<file path="config.mk">
export PLATFORM = sky130hd
export DESIGN_NAME = hazard_sequencer
export DESIGN_NICKNAME = d
export VERILOG_FILES = /design/src/rtl/hazard_sequencer.sv
export SDC_FILE = /design/constraint.sdc
export NUM_CORES = 1
export LEC_CHECK = 0
export BUFFER_PORTS_ARGS = -buffer_cell sky130_fd_sc_hd__buf_2
export CAP_MARGIN = 40
export CORE_ASPECT_RATIO = 1.75
export CORE_MARGIN = 5
export CORE_UTILIZATION = 31
export CTS_BUF_LIST = sky130_fd_sc_hd__clkbuf_2
export CTS_CLUSTER_DIAMETER = 120
export DETAILED_ROUTE_END_ITERATION = 8
export GPL_ROUTABILITY_DRIVEN = 0
export MAX_ROUTING_LAYER = met4
export PLACE_DENSITY_LB_ADDON = 0.3
export SLEW_MARGIN = 20
export SYNTH_ARGS = -nofsm -noshare
export SYNTH_HDL_FRONTEND = slang
export SYNTH_SLANG_ARGS = --single-unit
</file>
<file path="constraint.sdc">
create_clock -name clk -period 3.1 [get_ports clk]
set_input_delay 0.31 -clock clk [delete_from_list [all_inputs] [get_ports clk]]
set_output_delay 0.31 -clock clk [all_outputs]
set_load 0.02 [all_outputs]
</file>
<file path="src/rtl/hazard_sequencer.sv">
// Stall/flush sequencer for the 5-stage pipeline: load-use and memory-wait stalls,
// the fixed JALR stall sequence, IF flush on taken control flow, and perf counters.
module hazard_sequencer #(
  parameter int JALR_STALL = 2,
  parameter int CNT_W      = 32
) (
  input  logic             clk,
  input  logic             rst,
  input  logic [4:0]       id_rs1,
  input  logic [4:0]       id_rs2,
  input  logic             id_use_rs1,
  input  logic             id_use_rs2,
  input  logic             cu_jalr,
  input  logic             cu_jump,
  input  logic             br_taken,
  input  logic             ex_MemRead,
  input  logic [4:0]       ex_rd,
  input  logic             mem_busy,
  input  logic             clr_cnt,
  output logic             hz_bubble,
  output logic             pc_write,
  output logic             ifid_write,
  output logic             hz_IF_flush,
  output logic             hz_freeze,
  output logic [CNT_W-1:0] stall_cnt,
  output logic [CNT_W-1:0] flush_cnt
);

  // state  | meaning
  // RUN    | normal issue; hazards resolved one cycle at a time
  // JSTALL | JALR target not yet available; jcnt stall cycles remain before release
  // MWAIT  | data memory busy; whole pipeline frozen until one cycle after busy drops
  typedef enum logic [1:0] {RUN, JSTALL, MWAIT} state_t;

  state_t     state, next_state;
  logic [2:0] jcnt, next_jcnt;
  logic       load_use;

  assign load_use = ex_MemRead && (ex_rd != 5'd0) &&
                    ((id_use_rs1 && (id_rs1 == ex_rd)) || (id_use_rs2 && (id_rs2 == ex_rd)));

  always_comb begin
    next_state  = state;
    next_jcnt   = jcnt;
    hz_bubble   = 1'b0;
    pc_write    = 1'b1;
    ifid_write  = 1'b1;
    hz_IF_flush = 1'b0;
    hz_freeze   = 1'b0;
    if (rst) begin
      hz_bubble  = 1'b1;
      pc_write   = 1'b0;
      ifid_write = 1'b0;
    end else begin
      unique case (state)
        RUN: begin
          if (mem_busy) begin
            hz_freeze  = 1'b1;
            pc_write   = 1'b0;
            ifid_write = 1'b0;
            next_state = MWAIT;
          end else if (load_use) begin
            hz_bubble  = 1'b1;
            pc_write   = 1'b0;
            ifid_write = 1'b0;
          end else if (cu_jalr) begin
            hz_bubble  = 1'b1;
            pc_write   = 1'b0;
            ifid_write = 1'b0;
            next_jcnt  = 3'(JALR_STALL - 1);
            next_state = JSTALL;
          end else if (cu_jump || br_taken) begin
            hz_IF_flush = 1'b1;
          end
        end
        JSTALL: begin
          if (mem_busy) begin
            hz_freeze  = 1'b1;
            pc_write   = 1'b0;
            ifid_write = 1'b0;
          end else if (jcnt != 3'd0) begin
            hz_bubble  = 1'b1;
            pc_write   = 1'b0;
            ifid_write = 1'b0;
            next_jcnt  = jcnt - 3'd1;
          end else begin
            hz_IF_flush = 1'b1;
            next_state  = RUN;
          end
        end
        MWAIT: begin
          hz_freeze  = 1'b1;
          pc_write   = 1'b0;
          ifid_write = 1'b0;
          if (!mem_busy) next_state = RUN;
        end
        default: next_state = RUN;
      endcase
    end
  end

  always_ff @(posedge clk or posedge rst) begin
    if (rst) begin
      state     <= RUN;
      jcnt      <= 3'd0;
      stall_cnt <= '0;
      flush_cnt <= '0;
    end else begin
      state <= next_state;
      jcnt  <= next_jcnt;
      if (clr_cnt) begin
        stall_cnt <= '0;
        flush_cnt <= '0;
      end else begin
        // counters stick at all-ones rather than wrapping
        if (!pc_write && (stall_cnt != '1)) stall_cnt <= stall_cnt + 1'b1;
        if (hz_IF_flush && (flush_cnt != '1)) flush_cnt <= flush_cnt + 1'b1;
      end
    end
  end

endmodule
</file>
Word level (Yosys, flattened, before mapping)
Cells that the tools add are included.
Word-level totals
  flip-flop bits (word level): 69
  bits in latches: 0
  RAM bits: 0
  memory bits (read-only): 0
  input port bits: 25
  logic and storage cells: 81
  memories kept: 0
Operators by class
  add/sub/neg operators: 3
  multipliers: 0
  div/mod/pow operators: 0
  order comparisons: 0
  equality and inequality tests: 15
  shifts and indexed selects: 0
  muxes and demuxes: 40
  bitwise logic cells: 1
  reduce and logical (&&, ||, !) cells: 18
Operators with widths (count)
  $mux 32: 4
  $add 32x1->32 const B: 2
  $ne 32x32->1 const B: 2
  $mux 1: 19
  $mux 3: 5
  $ne 2x2->1 const B: 7
  $mux 2: 6
  $eq 5x5->1: 2
  $reduce_and 7->1: 1
  $logic_and 1x1->1: 6
  $ne 3x3->1 const B: 2
  $pmux 1 s2: 3
  $pmux 2 s3: 1
  $pmux 3 s2: 1
  $reduce_and 6->1: 1
  $reduce_bool 2->1: 3
  $reduce_bool 5->1: 1
  $pmux 1 s3: 1
  $reduce_bool 3->1: 1
  $sub 3x1->3 const B: 1
  $eq 2x1->1 const B: 1
  $eq 2x2->1 const B: 1
  $logic_not 2->1: 1
  $logic_or 1x1->1: 2
  3 further kinds: 3

Logic depth before layout (Yosys ltp)
Gate-level depths: netlist of run 1.
  word-level depth: 12
  mapped depth: 10

Worst setup path after synthesis of run 1
OpenSTA, ideal clock, no wires.
  path type: input -> output
  from: in rst
  to: out pc_write
  data arrival time: 3.015 ns
  required time: 2.790 ns
  slack: -0.225 ns
  stages on the path: 7
  cells stage by stage: inv_1 -> o211ai_1 -> o211ai_1 -> buf_2 -> buf_2 -> buf_2 -> buf_4
On the way
  cells in the longest elaborated chain, start to end: 1
RTL lines
  start, declared: line 8  | input logic rst,
  $mux 1
  end, declared: line 21  | output logic pc_write,
No other way between the ends.

Worst setup path in the final report of run 1
  from: reg state[1]
  to: out ifid_write
On the way
  cells in the longest elaborated chain, start to end: 3
  elaborated cells on any way between the ends: 5
  those cells by class: eq/ne (2); mux (2); reduce/logical (1)
RTL lines
  start, declared: line 35  | state_t state, next_state;
  start signal, assigned: line 109  | state <= next_state;
  $eq 2x2->1, or another cell as far along: line 55  | unique case (state)
  $pmux 1 s3 (*): line 55
  $mux 1 (*): line 50  | if (rst) begin
  end, declared: line 22  | output logic ifid_write,
Mark *: on every way between the ends. The rest lies on a longest branch, timed or not.

==> flow_metrics.env, run 1 <==
export IMPL_status="finished, final reports clean"
export IMPL_ff_latch_area_mm2=0.00173
export IMPL_root_buffer="clkbuf_2"
export IMPL_crit_type="register to primary output"
export IMPL_multiInputGateArea_mm2=0.00241
export IMPL_yosysUniqueCellTypes=52
export IMPL_rsz0062_at_grt="no"
export IMPL_hpwl_um=9110
export IMPL_setup_viol=0
export IMPL_ir_worst_vdd_mv=0.117
export IMPL_yosysTopAreaCell="dfrtp_1"
export IMPL_fin_crit_ns=2.78
export IMPL_fp_coreArea_mm2=0.0138
export IMPL_rows=57
export IMPL_finalSetupTns_ns=0
export IMPL_powerDensity_mw_per_mm2=365
export IMPL_postCtsHoldBufs=2
export IMPL_postRouteAntennaNets=0
export IMPL_dp_cells=736
export IMPL_period_share=0.898
export IMPL_ioPinCount=94
export IMPL_hold_start="cu_jalr"
export IMPL_worstPathCellList="nor3_1 -> nand2_1 -> o211ai_1 -> buf_12 -> buf_2"
export IMPL_fmax_mhz=359
export IMPL_post_cts_buffers=0
export IMPL_synth_seq_cells=69
export IMPL_holdWs_ns=0.130
export IMPL_p_leak_nw=2.14
export IMPL_grt_pass1_wl_um=20700
export IMPL_arrival_ns=2.47
export IMPL_synth_top_cell_area_share=0.399
export IMPL_cp_startpoint="state[1]$_DFFE_PP0P_"
export IMPL_yosysSeqAreaShare=0.399
export IMPL_pwr_share_clk=0.228
export IMPL_final_hold_violation_count=0
export IMPL_p_sw_uw=664
export IMPL_track_usage=0.158
export IMPL_cts_htree_levels=3
export IMPL_total_power_mw=1.86
export IMPL_nFillCells=1433
export IMPL_yosys_most_used_dff="dfrtp_1"
export IMPL_drtIter0Drc=171
export IMPL_clk_pin_slew_ns=0.19
export IMPL_syn_area_mm2=0.00432
export IMPL_fp_dieH_um=166
export IMPL_hp_class="input pin to register"
export IMPL_critPathLaunchType="register"
export IMPL_rrSetupSlack_ns=0.59
export IMPL_drive_gt1_frac=0.240
export IMPL_synth_edf_count=0
export IMPL_combPwrFrac=0.235
export IMPL_vias_per_cell=5.64
export IMPL_r2r_end="flush_cnt[19]$_DFFE_PP0P_"
export IMPL_slowest_delay_ns=0.53
export IMPL_cts_tree="done"
export IMPL_worstMarginPinSlew_ns=0.782
export IMPL_cts_sinks=69
export IMPL_fin_nets=601
export IMPL_worstReg2RegStart="flush_cnt[0]$_DFFE_PP0P_"
export IMPL_antenna_found_initial=1
export IMPL_swShare=0.358
export IMPL_internal_power_mw=1.19
export IMPL_async_flop_share=1.00
export IMPL_syn_inst=487
export IMPL_start_util=0.314
export IMPL_dr_pass1_iters=7
export IMPL_synthToLayoutAreaGrowth_pct=17.6
export IMPL_relSlewSlack=0.473
export IMPL_seq_power_share=0.537
export IMPL_grt_ovfl_total=0
export IMPL_clkLatencyLatePin_ns=0.53
export IMPL_drt_wl_total_um=12500
export IMPL_worst_setup_path_end_kind="primary output"
export IMPL_avgSynthCellArea_um2=8.88
export IMPL_cts_inserted_buffers=9
export IMPL_slew_violations=0
export IMPL_port_buffers=93
export IMPL_hold_end="jcnt[2]$_DFFE_PP0P_"
export IMPL_syn_num_nets=516
export IMPL_synth_area_leaders="dfrtp_1 40%, a21oi_1 6.0%, or4_1 5.7%"
export IMPL_critPathSlowestCell="dfrtp_1"
export IMPL_cp_max_fo=57
export IMPL_hold_path_depth=3
export IMPL_grt_max_degree=59
export IMPL_critPathRequiredTime_ns=2.79
export IMPL_cts_resized=0
export IMPL_setup_slack_ns=0.316
export IMPL_dr_total_vias=4249
export IMPL_finalClockSkew_ns=0.0200
export IMPL_yosysWarnings=0
export IMPL_ff2ff_path_depth=8
export IMPL_wl_per_cell_um=16.6
export IMPL_fp_dieW_um=99.3
export IMPL_instances_no_fill=754
export IMPL_cts_path_max_buffers=2
export IMPL_dp_slack_ns=0.563
export IMPL_drc_errors=0
export IMPL_grt_pass1_vias=4240
export IMPL_maxCapViolations=0
export IMPL_die_area_mm2=0.0165
synthesized netlist by cell type, types with 12 or more instances:
cell      count
or3_1        17
a21oi_1      52
dfrtp_1      69
nor2_1       23
nor3_1       12
and3_1       14
nand3_1      25
o31ai_1      31
or4_1        33
clkbuf_1     17
nand2_1      32
o21ai_0      16
nand4_1      28
cells by family after synthesis:
group                    Yosys count  synth area share
AND/OR/NAND/NOR                  223             0.303
AO/OA/AOI/OAI                    126             0.188
flip-flops                        69             0.399
buffers and inverters             42            0.0443
multiplexers                      13            0.0333
XOR/XNOR                          10            0.0203
adder cells (fa/ha/maj)            4            0.0116
critical path, delay by kind of cell (launching register included):
family | cells | cell delay, ns
AOI/OAI and AO/OA | 1 | 0.30
and+or+nand+nor | 2 | 0.64
DFF | 1 | 0.53
buffers and inverters | 2 | 0.47
stage by stage:
| step | instance area, um^2 | utilization |
|---|---|---|
| final | 5080 | 0.369 |
| after global routing | 5080 | 0.369 |
| after CTS | 5080 | 0.369 |
| after detailed placement | 4990 | 0.363 |
| after global placement | 4970 | 0.361 |
| after floorplan | 4330 | - |
power by group through the flow:
stage                     clock network (mW)  logic (mW)  registers, mW
after floorplan                            0       0.317           1.01
after global placement                     0       0.427           1.01
after detailed placement                   0       0.442           1.01
after global routing                   0.484       0.485           1.01
after CTS                              0.453       0.446          0.997
final                                  0.424       0.436          0.997
state kept, by name, summed over array words and instances (netlist names):
name	count
state	2
flush_cnt	32
jcnt	3
stall_cnt	32
layer usage:
metal  vias to the layer above  global-route usage  part of all wire  routed length, um
li1                       2056                   -                 -                  -
met4                         0              0.0785             0.032                403
met2                       118               0.287              0.56               6940
met1                      2053               0.161              0.37               4650
met5                         -                   -                 0                  0
met3                        22              0.0235             0.040                498
worst max path at each step:
stage | endpoint | slack (ns)
2_1_floorplan | stall_cnt[30]$_DFFE_PP0P_ | 0.21
3_3_place_gp | flush_cnt[25]$_DFFE_PP0P_ | 0.60
3_5_place_dp | flush_cnt[15]$_DFFE_PP0P_ | 0.56
4_1_cts | pc_write | 0.24
5_1_grt | ifid_write | 0.09
6_report | ifid_write | 0.32
placed cells by master, fill, tap and decap left out, types with 10 or more instances in the layout:
master,synthesis,final
nand3_1,25,25
or4_1,33,33
inv_1,11,10
o21ai_0,16,16
buf_2,9,93
nor4_1,10,10
dfrtp_1,69,69
nand2_1,32,32
and3_1,14,14
xnor2_1,10,10
a21oi_1,52,52
o31ai_1,31,31
nor2_1,23,23
or3_1,17,17
nand4_1,28,28
nor2b_1,11,11
nor3_1,12,12
clkbuf_2,0,11
layout make-up:
type	instances	share of cell area
inverters	11	0.00886
repair buffers	105	0.120
well taps	177	0.0436
flip-flops and latches	69	0.340
clock buffers	11	0.0108
diodes	1	0.000492
clock inverters	4	0.00320
multi-input cells	376	0.473
No activity file was read; power rests on OpenSTA's default activity.
==> run 2: changes to the inputs <==
CAP_MARGIN = unset   (was 40)
PLACE_DENSITY_LB_ADDON = 0.05   (was 0.3)
==> run 2 against run 1 <==
Net effect:
- fmax rose by 0.83%
- cell count rose by 0.13%
- sequential power hardly changed
- register-to-register slack worse by 0.03 ns
- via count unchanged
- sequential share of layout area is 0.31 points lower
- core utilization grew 0.34 points
- first-iteration DRC count increased by 24%
- non-clock buffer count is the same
- critical endpoint unchanged
- largest cell class unchanged
==> flow_metrics.env, run 2 (synthesized netlist as in run 1, its figures left out) <==
export IMPL_final_common_cell="buf_2"
export IMPL_cts_htree_levels=3
export IMPL_arrival_ns=2.45
export IMPL_grt_util_met2=0.304
export IMPL_slew_violations=0
export IMPL_rsz0062_at_grt="no"
export IMPL_setup_slack_ns=0.339
export IMPL_cp_max_fo=57
export IMPL_crit_type="register to primary output"
export IMPL_clk_pin_slew_ns=0.23
export IMPL_drive_gt1_frac=0.246
export IMPL_period_share=0.891
export IMPL_grt_max_degree=71
export IMPL_p_leak_nw=2.17
export IMPL_port_buffers=93
export IMPL_hpwl_um=9500
export IMPL_hp_class="input pin to register"
export IMPL_fin_nets=601
export IMPL_worst_setup_path_end_kind="primary output"
export IMPL_fin_crit_ns=2.76
export IMPL_powerDensity_mw_per_mm2=402
export IMPL_cts_sinks=69
export IMPL_clkLatencyLatePin_ns=0.51
export IMPL_dp_slack_ns=0.530
export IMPL_ioPinCount=94
export IMPL_final_hold_violation_count=0
export IMPL_status="finished, final reports clean"
export IMPL_grt_pass1_vias=4300
export IMPL_drt_wl_total_um=13400
export IMPL_critPathLaunchType="register"
export IMPL_grt_pass1_wl_um=22100
export IMPL_postRouteAntennaNets=0
export IMPL_grt_ovfl_total=0
export IMPL_finalClockSkew_ns=0.0431
export IMPL_setup_viol=0
export IMPL_top_regs="flush_cnt x32, stall_cnt x32, jcnt x3"
export IMPL_fp_dieH_um=166
export IMPL_antenna_found_initial=1
export IMPL_grtUsageMet3=0.0244
export IMPL_cts_tree="done"
export IMPL_vias_per_cell=5.63
export IMPL_rows=57
export IMPL_drtIter0Drc=212
export IMPL_ir_worst_vdd_mv=0.181
export IMPL_track_usage=0.169
export IMPL_start_util=0.314
export IMPL_drc_errors=0
export IMPL_root_buffer="clkbuf_2"
export IMPL_finalSetupTns_ns=0
export IMPL_postCtsHoldBufs=2
export IMPL_final_cell_mix="93 x buf_2, 69 x dfrtp_1, 52 x a21oi_1"
export IMPL_dr_pass1_iters=4
export IMPL_die_area_mm2=0.0165
export IMPL_met1_usage=0.183
export IMPL_post_cts_buffers=0
export IMPL_relSlewSlack=0.349
export IMPL_nFillCells=1449
export IMPL_cts_path_max_buffers=2
export IMPL_cts_inserted_buffers=9
export IMPL_maxCapViolations=0
export IMPL_grt_busiest_layer="met2"
export IMPL_worstMarginPinSlew_ns=0.976
export IMPL_dr_total_vias=4249
export IMPL_synthToLayoutAreaGrowth_pct=18.6
export IMPL_fmax_mhz=362
export IMPL_cts_resized=0
export IMPL_fp_coreArea_mm2=0.0138
export IMPL_wl_per_cell_um=17.8
export IMPL_total_power_mw=2.06
export IMPL_critPathRequiredTime_ns=2.79
export IMPL_fp_dieW_um=99.3
-- run 2: cell types whose count changed in the layout (fill, tap and decap cells not counted) --
cell	change
buf_12	-1
buf_4	+1
bufinv_16	+2
clkinv_1	-3
clkinv_2	+2
-- run 2: routing by layer --
layer / up-vias / share of wire
met3: 27 / 0.031
met2: 94 / 0.54
li1: 2052 / -
met5: - / 0
met4: 0 / 0.028
met1: 2076 / 0.40
-- run 2: layout make-up --
class | count | area [um^2] | area share
repair buffers | 105 | 598 | 0.117
diodes | 1 | 2.50 | 0.000488
inverters | 11 | 45.0 | 0.00878
flip-flops and latches | 69 | 1730 | 0.337
clock buffers | 11 | 55.1 | 0.0107
well taps | 177 | 221 | 0.0432
clock inverters | 5 | 75.1 | 0.0146
multi-input cells | 376 | 2410 | 0.469
-- run 2: path summary, 6_finish.rpt --
kind,from,endpoint,slack (ns),cells after the start
hold reg to reg,stall_cnt[13]$_DFFE_PP0P_,stall_cnt[13]$_DFFE_PP0P_,0.58,2
setup reg to reg,state[1]$_DFFE_PP0P_,flush_cnt[15]$_DFFE_PP0P_,0.56,5
hold / removal,cu_jalr,state[0]$_DFFE_PP0P_,0.19,3
max in group asynchronous,rst,flush_cnt[14]$_DFFE_PP0P_,1.74,4
min in group asynchronous,rst,state[0]$_DFFE_PP0P_,0.69,4
setup / recovery,state[1]$_DFFE_PP0P_,ifid_write,0.34,5
-- run 2: worst max-delay path, stage by stage (launching register included) --
cell and delay, ns:
dfrtp_1 0.54, nor3_1 0.52, nand2_1 0.11, o211ai_1 0.28, buf_12 0.27, buf_2 0.21
-- run 2: through the flow --
stage | util | cells | hold WS (ns) | cell area (um^2)
floorplan | - | 487 | 0.417 | 4330
finish | 0.373 | 755 | 0.187 | 5130
global placement | 0.362 | 736 | 0.551 | 4980
global route | 0.373 | 755 | 0.127 | 5130
detailed placement | 0.362 | 736 | 0.562 | 4980
CTS | 0.373 | 754 | 0.120 | 5130
-- run 2: power breakdown --
part	leakage, nW	internal (mW)	total, mW	switching, mW
logic	1.13	0.154	0.446	0.292
clock network	0.0857	0.270	0.620	0.349
registers	0.953	0.941	0.999	0.0586
total	2.17	1.36	2.06	0.700
